### config.mk
export PLATFORM = sky130hd
export DESIGN_NAME = cpu_step_ctrl
export DESIGN_NICKNAME = d
export VERILOG_FILES = /design/src/rtl/cpu_step_ctrl.sv
export SDC_FILE = /design/constraint.sdc
export NUM_CORES = 1
export LEC_CHECK = 0
export ABC_AREA = 1
export ABC_CLOCK_PERIOD_IN_PS = 2700
export CAP_MARGIN = 20
export CORE_MARGIN = 5
export CORE_UTILIZATION = 43
export DETAILED_ROUTE_END_ITERATION = 6
export PLACE_DENSITY = 0.91
export SYNTH_ARGS = -nofsm -noshare
export SYNTH_HDL_FRONTEND = slang
export SYNTH_SLANG_ARGS = --single-unit
### constraint.sdc
create_clock -name clk -period 2.7 [get_ports clk]
set_clock_uncertainty 0.15 [all_clocks]
set_input_delay 0.27 -clock clk [delete_from_list [all_inputs] [get_ports clk]]
set_output_delay 0.27 -clock clk [all_outputs]
set_load 0.005 [all_outputs]
### src/rtl/cpu_step_ctrl.sv
// ============================================================================
// Module   : cpu_step_ctrl
// Brief    : CPU run/step/halt controller with PC breakpoints and retired count.
// Revision : 1.0 - initial release
// ============================================================================
`default_nettype none

module cpu_step_ctrl #(
    parameter int CYCLES_PER_INSTR = 7,
    parameter int NUM_BP           = 2,
    parameter int PC_W             = 32,
    parameter int CNT_W            = 32
) (
    input  logic                   clk,
    input  logic                   rst_n,
    input  logic                   run_req,
    input  logic                   step_req,
    input  logic                   halt_req,
    input  logic [NUM_BP-1:0]      bp_en,
    input  logic [NUM_BP*PC_W-1:0] bp_addr,
    input  logic [PC_W-1:0]        pc_in,
    output logic                   cpu_en,
    output logic [5:0]             phase,
    output logic                   instr_done,
    output logic                   halted,
    output logic [NUM_BP-1:0]      bp_hit,
    output logic [CNT_W-1:0]       instr_count
);

    typedef enum logic [1:0] {
        HALTED = 2'd0,
        RUN    = 2'd1,
        STEP   = 2'd2,
        BP_HIT = 2'd3
    } state_t;

    localparam logic [5:0] C_LAST_PHASE = 6'(CYCLES_PER_INSTR - 1);

    state_t              r_state;
    state_t              w_state_nxt;
    logic                r_run_prev;
    logic                r_step_prev;
    logic                r_armed;
    logic                r_bp_mask;
    logic [5:0]          r_phase;
    logic                r_instr_done;
    logic [NUM_BP-1:0]   r_bp_hit;
    logic [CNT_W-1:0]    r_instr_count;

    logic                w_run_edge;
    logic                w_step_edge;
    logic                w_cpu_en;
    logic                w_halted;
    logic                w_wrap;
    logic                w_resume;
    logic                w_bp_take;
    logic [NUM_BP-1:0]   w_match;
    logic [NUM_BP-1:0]   w_match_first;

    // r_armed suppresses a level that was already high when reset released
    assign w_run_edge  = r_armed & run_req  & ~r_run_prev;
    assign w_step_edge = r_armed & step_req & ~r_step_prev;

    assign w_cpu_en = (r_state == RUN) || (r_state == STEP);
    assign w_halted = (r_state == HALTED) || (r_state == BP_HIT);
    assign w_wrap   = w_cpu_en && (r_phase == C_LAST_PHASE);

    generate
        for (genvar k = 0; k < NUM_BP; k++) begin : g_bp
            assign w_match[k] = bp_en[k] && (bp_addr[k*PC_W +: PC_W] == pc_in);
        end
    endgenerate

    // Isolate the lowest set bit so only the lowest-index comparator is flagged
    assign w_match_first = w_match & (~w_match + NUM_BP'(1));

    // The first instruction after a resume ignores breakpoints so it can leave a bp PC
    assign w_bp_take = (r_state == RUN) && (|w_match) && !r_bp_mask;

    assign w_resume = w_halted && ((w_state_nxt == RUN) || (w_state_nxt == STEP));

    always_comb begin
        w_state_nxt = r_state;
        case (r_state)
            HALTED, BP_HIT: begin
                if (w_step_edge) begin
                    w_state_nxt = STEP;
                end else if (w_run_edge && !halt_req) begin
                    w_state_nxt = RUN;
                end
            end
            RUN: begin
                if (w_wrap) begin
                    if (w_bp_take) begin
                        w_state_nxt = BP_HIT;
                    end else if (halt_req) begin
                        w_state_nxt = HALTED;
                    end
                end
            end
            STEP: begin
                if (w_wrap) begin
                    w_state_nxt = HALTED;
                end
            end
            default: w_state_nxt = HALTED;
        endcase
    end

    always_ff @(posedge clk or negedge rst_n) begin
        if (!rst_n) begin
            r_state       <= HALTED;
            r_run_prev    <= 1'b0;
            r_step_prev   <= 1'b0;
            r_armed       <= 1'b0;
            r_bp_mask     <= 1'b0;
            r_phase       <= 6'd0;
            r_instr_done  <= 1'b0;
            r_bp_hit      <= '0;
            r_instr_count <= '0;
        end else begin
            r_state      <= w_state_nxt;
            r_run_prev   <= run_req;
            r_step_prev  <= step_req;
            r_armed      <= 1'b1;
            r_instr_done <= w_wrap;

            if (w_wrap) begin
                r_phase       <= 6'd0;
                r_instr_count <= r_instr_count + CNT_W'(1);
            end else if (w_cpu_en) begin
                r_phase <= r_phase + 6'd1;
            end

            if (w_resume) begin
                r_bp_hit  <= '0;
                r_bp_mask <= 1'b1;
            end else if (w_wrap) begin
                r_bp_mask <= 1'b0;
                if (w_bp_take) begin
                    r_bp_hit <= w_match_first;
                end
            end
        end
    end

    assign cpu_en      = w_cpu_en;
    assign halted      = w_halted;
    assign phase       = r_phase;
    assign instr_done  = r_instr_done;
    assign bp_hit      = r_bp_hit;
    assign instr_count = r_instr_count;

endmodule

`default_nettype wire

### After elaboration in Yosys (flattened, before gate mapping)

Cells that the tools add are included.

| word-level totals | value |
|---|---|
| flip-flop bits (word level) | 47 |
| bits of input ports | 103 |
| output and inout port bits | 43 |
| word-level logic and storage cells | 61 |

| operators by class | value |
|---|---|
| add/sub/neg operators | 3 |
| equality and inequality tests | 8 |
| multiplexer cells | 14 |
| bitwise gates (word level) | 8 |
| reductions and logical operators | 19 |

Operators by type and width:

| kind | count |
|---|---|
| 32-bit == test | 2 |
| 32-bit by 1-bit adder with 32-bit output, second input constant | 1 |
| 2-bit 2-to-1 mux | 9 |
| 6-bit 2-to-1 mux | 2 |
| 1-bit logical AND | 7 |
| 6-bit by 1-bit adder with 6-bit output, second input constant | 1 |
| 2-bit == test, second input constant | 3 |
| 6-bit by 3-bit == test with 1-bit output, second input constant | 1 |
| 2-bit one-hot mux with 3 select lines | 1 |
| 2-bit nonzero test | 3 |
| 1-bit bitwise AND | 4 |
| 2-bit by 1-bit == test with 1-bit output, second input constant | 2 |
| 2-bit OR reduction | 2 |
| 1-bit logical OR | 3 |
| 2-bit by 1-bit adder with 2-bit output, second input constant | 1 |
| 2-bit bitwise AND | 1 |
| 1-bit logical NOT | 2 |
| 2-bit logical NOT | 1 |
| 1-bit 2-to-1 mux | 2 |
| 1-bit NOT | 2 |
| 2-bit NOT | 1 |
| 2-bit AND reduction | 1 |

### Longest topological paths before layout

Gate-level depths: netlist (run 1).

| logic depth | value |
|---|---|
| depth in word-level cells | 13 |
| depth in mapped cells | 14 |

### Least setup slack after synthesis (run 1)

Ideal clock, no wire load.

| timing | value |
|---|---|
| kind | register -> register |
| start point | register r_state[0] |
| end point | register r_instr_count[29] (netlist: instr_count[29]) |
| library setup time | 0.123 ns |
| data arrival time | 1.983 ns |
| required time | 2.427 ns |
| slack | 0.444 ns |
| cell stages (with the launch flop) | 14 |
| buffers on the path | 0 |
| clock period less this slack | 2.256 ns |
| cell sequence | dfrtp_1 -> inv_1 -> ha_1 -> inv_2 -> nand4_4 -> nor2_4 -> nand2_2 -> nor2_4 -> nand2_2 -> nor3_4 -> nand2_2 -> nor2_2 -> nand2_1 -> xnor2_1 |

| on the way | value |
|---|---|
| longest elaborated chain between the ends | 3 |

RTL lines:

| item | RTL line | text |
|---|---|---|
| start, declared | 39 | `state_t r_state;` |
| start signal, assigned | 122 | `r_state <= w_state_nxt;` |
| 2-bit by 1-bit == test with 1-bit output / 2-bit == test (equally long branches) | 64 | `assign w_cpu_en = (r_state == RUN) \|\| (r_state == STEP);` |
| 1-bit logical OR * | 64 |  |
| via cpu_en | 22 | `output logic cpu_en,` |
| 1-bit logical AND * | 66 | `assign w_wrap = w_cpu_en && (r_phase == C_LAST_PHASE);` |
| end signal, assigned | 130 | `r_instr_count <= r_instr_count + CNT_W'(1);` |
| end, declared | 48 | `logic [CNT_W-1:0] r_instr_count;` |

The timed path passes the listed nets; every way through them passes the cells marked *.
A chain may end at the register's enable or synchronous reset.

### Worst setup path after layout (run 1)

| timing | value |
|---|---|
| start point | register r_state[0] |
| end point | register r_instr_count[29] (netlist: instr_count[29]) |

| on the way | value |
|---|---|
| longest elaborated chain between the ends | 3 |

RTL lines:

| item | RTL line |
|---|---|
| 2-bit by 1-bit == test with 1-bit output / 2-bit == test (equally long branches) | 64 |
| 1-bit logical OR * | 64 |
| 1-bit logical AND * | 66 |

Mark *: on every way between the ends. The rest lies on a longest branch, timed or not.

==> qor.csv, run 1 <==
metric,value,unit
DR vias,3677,
dpl ws,0.162,ns
DR DRC count,0,
Layout area overhead,50.4,%
Num CTS Buffers,5,
Final Worst Setup Slack,0.179,ns
cell count after placement,733,
Max-cap violations,0,
endpoints failing setup,0,
CTS tree,done,
Tcrit/Tclk final,0.934,
"Core Util, Final",0.664,
Synth warnings,0,
Hold WS,0.148,ns
unrepaired setup endpoints after global routing,false,
initial antenna violation count,0,
area of the mapped netlist,3410,um^2
"non-filler cells, final",743,
Core Footprint,7730,um^2
first-pass GRT wire length,18300,um
cell leakage power,2.55,nW
Max Freq,0.397,GHz
layout net count,748,
library cells used by synthesis,33,
flop and latch count out of synthesis,47,
crit path DAT,2.58,ns
Post-Syn Instances,486,
Die Area,9820,um^2
initial DRC count,136,
largest net degree at the start of global routing,48,
detailed placement HPWL,9250,um
final hold violations,0,
Worst Setup End Kind,flip-flop,
Port Buf Inserts,145,
PD cells,464,nW/um^2
total detailed-routing wirelength,11300,um
WS Path Type,reg -> reg,
share of post-route cells with drive strength above 1,0.0640,
sum of negative setup slack,0,ns
fin crit period,2.52,ns
antenna cells,0,
register clock-pin slew on the reported worst setup and hold paths,0.10,ns
slowest CP cell,dfrtp_1,
most frequent CP cell,nand2_2,
Worst Setup Start Kind,flip-flop,
Post-DP Area,4980,um^2
CP required,2.76,ns
synthesized area per cell,7.02,um^2
Die Span Y,99.1,um
post-route cell area,5130,um^2
I/O pins,146,
GP Congestion,0.973,
Power Total,2.38,mW
clk root buf,clkbuf_8,
R2R setup slack,0.18,ns
CP Cell Sequence,inv_1 -> ha_2 -> inv_4 -> nand4_4 -> nor2_4 -> nand2_2 -> nor2_4 -> nand2_2 -> nor3_4 -> nand2_2 -> nor2_2 -> nand2_1 -> xnor2_1,
drt first pass iters,4,
vias in the first global route,3846,
Clock Latency Late Sink,0.31,ns
sequential share of the synthesized area,0.345,
maximum vdd drop,0.379,mV
"critical path fanouts, max",8,
Routed Antenna Nets,0,
clock tree buffer depth,2,
CTS Sinks,47,
worst hold path class,in -> async,
Initial Utilization,0.442,
syn nets,594,
floorplan row count,32,
GRT Total Usage,0.230,
fill count,629,
routed vias/inst,4.95,
status,completed,
grt total ovfl,0,
Slowest Stage Delay on Critical Path,0.42,ns
H-Tree Depth,2,
Max Slew Vio Count,0,
Die X,99.1,um
WL/cell,15.2,um
==> cell type report <==
| cell class | instances | area, um^2 | area share |
|---|---|---|---|
| multi-input cells | 353 | 1910 | 0.372 |
| repair buffers | 148 | 1480 | 0.289 |
| flip-flops and latches | 47 | 1180 | 0.229 |
| inverters | 85 | 322 | 0.0627 |
| well taps | 102 | 128 | 0.0249 |
| clock buffers | 5 | 68.8 | 0.0134 |
| clock inverters | 3 | 46.3 | 0.00902 |
==> critical path, delay by kind of cell (launching register included) <==
family | cells | cell delay [ns]
adders and majority gates | 1 | 0.31
DFF | 1 | 0.42
buffers and inverters | 2 | 0.21
xor gates and xnor gates | 1 | 0.13
and+or+nand+nor | 9 | 1.19
==> timing repair <==
| item | in CTS | in global routing |
|---|---|---|
| hold buffers | 0 | 1 |
| setup endpoints to repair | 0 | 5 |
| setup buffers | 0 | 0 |
| gates resized for setup | 0 | 2 |
| hold endpoints to repair | 0 | 47 |
==> kinds of logic after synthesis <==
logic type               Yosys count  share of synthesized area
AND/OR/NAND/NOR                  272                      0.370
AO/OA/AOI/OAI                     26                     0.0429
flip-flops                        47                      0.345
other                              1                    0.00110
buffers and inverters             86                     0.0968
adder cells (fa/ha/maj)            5                     0.0183
XOR/XNOR                          49                      0.126
==> power breakdown <==
| part | internal, mW | switching (mW) | total (mW) |
|---|---|---|---|
| registers | 0.789 | 0.101 | 0.890 |
| logic | 0.485 | 0.467 | 0.952 |
| clock network | 0.279 | 0.259 | 0.538 |
| total | 1.55 | 0.827 | 2.38 |
==> Yosys cell counts <==
cell	instances	area, um^2
ha_1	5	62.6
a21oi_1	6	30.0
nand3_2	1	10.0
xor2_1	24	210
o21ai_1	1	5.00
o21a_1	2	15.0
and3_1	1	6.26
o221ai_1	1	8.76
a21boi_0	1	7.51
nand3_1	19	95.1
nor2_8	1	20.0
conb_1	1	3.75
nor3_4	2	32.5
nor4_1	2	12.5
nor2_1	52	195
nand4_1	12	75.1
nand4_4	2	42.5
xnor2_1	25	219
o22ai_1	2	12.5
nor3_2	3	30.0
inv_2	2	7.51
a31oi_1	2	12.5
nand2_2	5	31.3
o21ai_0	11	55.1
or2_2	5	31.3
nor2_2	4	25.0
nor2_4	3	33.8
nand3_4	1	17.5
buf_6	1	11.3
nor3_1	7	35.0
inv_1	83	312
nand2_1	152	571
dfrtp_1	47	1180
==> cells in the final DEF, fill, tap and decap left out, types with 3 or more instances in the layout <==
| master | Yosys | layout |
|---|---|---|
| nand2_1 | 152 | 152 |
| clkdlybuf4s50_1 | 0 | 144 |
| inv_1 | 83 | 83 |
| nor2_1 | 52 | 52 |
| dfrtp_1 | 47 | 47 |
| xnor2_1 | 25 | 25 |
| xor2_1 | 24 | 24 |
| nand3_1 | 19 | 19 |
| nand4_1 | 12 | 12 |
| o21ai_0 | 11 | 11 |
| nor3_1 | 7 | 7 |
| a21oi_1 | 6 | 6 |
| or2_2 | 5 | 5 |
| nand2_2 | 5 | 5 |
| clkbuf_8 | 0 | 5 |
| nor2_2 | 4 | 4 |
| ha_1 | 5 | 4 |
| nor2_4 | 3 | 3 |
| nor3_2 | 3 | 3 |
==> final timing paths <==
| kind | start | end | cells after the start |
|---|---|---|---|
| max | r_state[0] | instr_count[29] | 13 |
| min | rst_n | instr_count[18] | 2 |
| max reg2reg | r_state[0] | instr_count[29] | 13 |
| min reg2reg | instr_count[29] | instr_count[29] | 1 |
| max in group asynchronous | rst_n | phase[4] | 3 |
| min in group clk | run_req | r_run_prev | 1 |
==> sequential cells by signal, indices dropped and copies added (netlist names) <==
name and cells:
instr_count 32, r_step_prev 1, r_bp_mask 1, r_state 2
instr_done 1, r_run_prev 1, r_armed 1, phase 6
bp_hit 2
==> routing by layer <==
| layer | track usage | vias to the layer above | wire length (um) |
|---|---|---|---|
| met5 | 0 | - | 0 |
| met4 | 0.0693 | 0 | 289 |
| met3 | 0.0531 | 32 | 890 |
| met2 | 0.409 | 155 | 5630 |
| met1 | 0.276 | 1696 | 4510 |
| li1 | - | 1794 | - |
(Power assumes the default switching activity.)
==> run 2, diff against run 1 <==
CORE_MARGIN = 2   (was 5)
==> run 2 against run 1 <==
Sequential power is essentially flat. Count of clock-buffer cells in the layout grew 2. Worst setup slack gained 0.017 ns. Wire length shrank 11%. Critical path type unchanged. Largest power group unchanged.
==> qor.csv, run 2 (synthesized netlist as in run 1, its figures left out) <==
metric,value,unit
Clock power frac,0.199,
Hold WS,0.214,ns
Logic pwr share,0.408,
clk root buf,clkbuf_8,
maximum vdd drop,0.285,mV
vias in the first global route,3432,
Max Slew Vio Count,0,
Tcrit/Tclk final,0.927,
layout net count,748,
H-Tree Depth,2,
Layout area overhead,49.7,%
Num CTS Buffers,5,
final hold violations,0,
WL/cell,13.5,um
GR Util met2,0.409,
Initial Utilization,0.442,
post-CTS setup buffer count,0,
Worst Setup End Kind,flip-flop,
antenna cells,0,
CP required,2.78,ns
GP Congestion,0.866,
most frequent cells in the layout,"nand2_1 (152), clkdlybuf4s50_1 (144), inv_1 (83)",
floorplan row count,32,
switching share of total power,0.348,
PD cells,443,nW/um^2
Worst Setup Start Kind,flip-flop,
largest net degree at the start of global routing,48,
sum of negative setup slack,0,ns
sequential share of power,0.393,
crit path DAT,2.58,ns
unrepaired setup endpoints after global routing,false,
Die X,93.1,um
number of flip-flops under the largest register name,32,
WS Path Type,reg -> reg,
Routed Antenna Nets,0,
fin crit period,2.50,ns
Core Footprint,7730,um^2
drt first pass iters,4,
DR DRC count,0,
CTS tree,done,
CTS Sinks,47,
grt total ovfl,0,
endpoints failing setup,0,
Max Freq,0.399,GHz
NetSw,0.787,mW
Clock Latency Late Sink,0.30,ns
initial DRC count,104,
CTS resizes,0,
Max-cap violations,0,
detailed placement HPWL,8240,um
I/O pins,146,
Die Span Y,93.1,um
status,completed,
Port Buf Inserts,145,
fill count,596,
"commonest non-fill, non-tap cell in the layout",nand2_1,
register clock-pin slew on the reported worst setup and hold paths,0.09,ns
clock tree buffer depth,2,
DR vias,3597,
share of post-route cells with drive strength above 1,0.0608,
worst hold path class,in -> async,
routed vias/inst,4.84,
cell leakage power,2.55,nW
GRT Total Usage,0.222,
total detailed-routing wirelength,10000,um
hold_buf cts,0,
GRT met1 Usage,0.259,
"critical path fanouts, max",10,
Die Area,8660,um^2
met3 Use GR,0.0572,
first-pass GRT wire length,15400,um
initial antenna violation count,0,
gr busiest metal,met2,
internal power,1.48,mW
-- run 2: cell count changes in the layout (fill, tap and decap cells not counted) --
| cell | before | now |
|---|---|---|
| clkinv_4 | 0 | 1 |
| inv_2 | 1 | 2 |
| inv_4 | 1 | 0 |
| ha_1 | 4 | 5 |
| clkbuf_1 | 0 | 1 |
| clkinvlp_4 | 1 | 0 |
| ha_2 | 1 | 0 |
| inv_6 | 1 | 0 |
| clkbuf_8 | 5 | 6 |
| bufinv_16 | 1 | 0 |
-- run 2: critical path, stage by stage (launching register included) --
cell,delay (ns)
dfrtp_1,0.38
inv_1,0.07
ha_1,0.37
inv_2,0.18
nand4_4,0.14
buf_4,0.21
nor2_8,0.14
nand3_4,0.09
nor2_2,0.09
nand2_2,0.10
nor3_4,0.17
nand2_2,0.09
nor2_2,0.10
xor2_1,0.16
-- run 2: path summary, 6_finish.rpt --
check	startpoint	cells past startpoint	endpoint	slack, ns
setup / recovery	r_state[0]	13	instr_count[30]	0.20
hold / removal	rst_n	2	instr_count[18]	0.21
setup reg to reg	r_state[0]	13	instr_count[30]	0.20
hold reg to reg	r_bp_mask	2	r_bp_mask	0.35
max in group asynchronous	rst_n	3	phase[3]	1.70
min in group clk	run_req	1	r_run_prev	0.29
-- run 2: stage by stage --
step | worst slack (ns) | total power, mW | cell area (um^2) | utilization | instances
after floorplan | 0.444 | 1.34 | 3410 | - | 486
after global placement | 0.351 | 1.79 | 4980 | 0.645 | 733
after detailed placement | 0.202 | 1.83 | 4980 | 0.645 | 733
after CTS | 0.197 | 2.28 | 5080 | 0.657 | 741
after global routing | 0.0323 | 2.41 | 5110 | 0.661 | 743
final | 0.196 | 2.26 | 5110 | 0.661 | 743
-- run 2: cell type report --
| type | instances | area (um^2) | share of cell area |
|---|---|---|---|
| multi-input cells | 353 | 1910 | 0.373 |
| repair buffers | 148 | 1480 | 0.291 |
| flip-flops and latches | 47 | 1180 | 0.230 |
| inverters | 85 | 319 | 0.0625 |
| well taps | 102 | 128 | 0.0250 |
| clock buffers | 7 | 86.3 | 0.0169 |
| clock inverters | 1 | 8.76 | 0.00171 |
-- run 2: routing by layer --
metal	wire (um)	up-vias	share of wire
met5	0	-	0
met4	142	0	0.014
met3	788	13	0.078
met2	5010	125	0.50
met1	4100	1663	0.41
li1	-	1796	-
-- run 2: power groups by stage --
| stage | logic (mW) | clock network (mW) | registers (mW) |
|---|---|---|---|
| CTS | 0.931 | 0.462 | 0.888 |
| finish | 0.923 | 0.451 | 0.889 |
| global placement | 0.898 | 0 | 0.895 |
| detailed placement | 0.927 | 0 | 0.900 |
| floorplan | 0.449 | 0 | 0.886 |
| global route | 1.02 | 0.484 | 0.901 |
==> run 3, diff against run 2 <==
CORE_MARGIN = not set   (was 2)
SLEW_MARGIN = 0   (was not set)
==> run 3 against run 2 <==
Sequential power barely moved. Clock power decreased by 6.0%. Via count rose by 2.9%. Die area is 4.3% lower. Register-to-register slack hardly changed. Largest cell class unchanged. Highest routed layer unchanged. Core utilization rose by 0.59 points. Final cell count is 0.27% higher. Global-route usage increased by 3.2 points. Fmax is 0.31% higher. Cell area grew 0.37%. Combinational power up 3.4%. Largest power group unchanged.
==> qor.csv, run 3 (synthesized netlist as in run 1, its figures left out) <==
metric,value,unit
status,completed,
Worst Setup SP,r_state[0],
initial antenna violation count,0,
floorplan row count,32,
total detailed-routing wirelength,10800,um
vias in the first global route,3625,
share of post-route cells with drive strength above 1,0.0669,
cell leakage power,2.55,nW
Tcrit/Tclk final,0.924,
GP Congestion,0.924,
Power Total,2.27,mW
Max Slew Vio Count,0,
CTS Sinks,47,
Max Freq,0.401,GHz
detailed placement HPWL,8730,um
final hold violations,0,
Max-cap violations,0,
Num CTS Buffers,5,
CTS tree,done,
Port Buf Inserts,145,
first-pass GRT wire length,16700,um
Layout area overhead,50.2,%
register clock-pin slew on the reported worst setup and hold paths,0.09,ns
CP required,2.77,ns
"critical path fanouts, max",8,
Clock Latency Late Sink,0.30,ns
Worst Setup Start Kind,flip-flop,
I/O pins,146,
DR DRC count,0,
initial DRC count,120,
Die Area,8300,um^2
WS Path Type,reg -> reg,
Die X,91.1,um
Hold WS,0.175,ns
worst hold path class,in -> async,
endpoints failing setup,0,
clk root buf,clkbuf_8,
number of flip-flops under the largest register name,32,
clock tree buffer depth,2,
"commonest non-fill, non-tap cell in the layout",nand2_1,
R2R Path Start,r_state[0],
Worst Setup End Kind,flip-flop,
WL/cell,14.6,um
maximum vdd drop,0.407,mV
Core Footprint,7690,um^2
Initial Utilization,0.444,
DR vias,3702,
grt total ovfl,0,
antenna cells,0,
H-Tree Depth,2,
Die Span Y,91.1,um
layout net count,750,
fin crit period,2.50,ns
most frequent cells in the layout,"nand2_1 (152), clkdlybuf4s50_1 (144), inv_1 (83)",
Routed Antenna Nets,0,
crit path DAT,2.56,ns
GRT Total Usage,0.254,
PD cells,443,nW/um^2
drt first pass iters,4,
largest net degree at the start of global routing,48,
routed vias/inst,4.97,
==> run 3: cell types whose count changed in the layout (fill, tap and decap cells not counted) <==
cell / delta
ha_1: -1
clkinv_2: +1
clkinv_4: -1
clkbuf_8: -1
clkinvlp_4: +2
nor2_4: +1
nor2_2: -1
inv_4: +1
clkbuf_1: -1
ha_2: +1
inv_2: -1
buf_4: +2
==> run 3: path summary, 6_finish.rpt <==
kind / end / slack (ns) / cells after the start
min reg2reg: r_bp_mask / 0.35 / 2
min: instr_count[17] / 0.17 / 2
max in group asynchronous: instr_count[1] / 1.78 / 3
min in group clk: r_step_prev / 0.28 / 1
max reg2reg: instr_count[29] / 0.20 / 13
max: instr_count[29] / 0.20 / 13
==> run 3: power by group <==
| part | switching [mW] | internal, mW |
|---|---|---|
| logic | 0.470 | 0.484 |
| clock network | 0.243 | 0.180 |
| registers | 0.103 | 0.789 |
| total | 0.816 | 1.45 |
==> run 3: area by class of cell <==
type / instances / area [um^2]
Multi-Input combinational cell: 353 / 1910
Tap cell: 102 / 128
Timing Repair Buffer: 150 / 1500
Fill cell: 620 / 2560
Sequential cell: 47 / 1180
Clock buffer: 5 / 68.8
Clock inverter: 3 / 20.0
Inverter: 85 / 322
==> run 3: worst max-delay path, stage by stage (launching register included) <==
cell     delay (ns)
dfrtp_1        0.42
inv_1          0.09
ha_2           0.31
inv_4          0.12
nand4_4        0.12
nor2_4         0.12
nand2_2        0.10
nor2_4         0.12
nand2_2        0.10
nor3_4         0.25
nand2_2        0.15
nor2_4         0.12
nand2_1        0.07
xnor2_1        0.17
==> run 3: metrics by stage <==
step	setup WS [ns]	area [um^2]	setup TNS, ns	utilization	instances
after floorplan	0.444	3410	0	-	486
after CTS	0.134	5070	0	0.660	741
after global routing	-0.0103	5130	-0.0103	0.667	745
after global placement	0.356	4980	0	0.648	733
final	0.204	5130	0	0.667	745
after detailed placement	0.165	4980	0	0.648	733
==> run 3: what timing repair did <==
| item | in CTS | in global routing |
|---|---|---|
| setup buffers | 0 | 2 |
| hold buffers | 0 | 1 |
| hold endpoints to repair | 0 | 47 |
| setup endpoints to repair | 0 | 2 |
| resized for setup | 0 | 3 |
==> run 3: per-layer routing <==
| metal | share of wire | global-route usage |
|---|---|---|
| met5 | 0 | 0 |
| met2 | 0.50 | 0.472 |
| met4 | 0.028 | 0.0926 |
| met3 | 0.076 | 0.0511 |
| met1 | 0.40 | 0.286 |
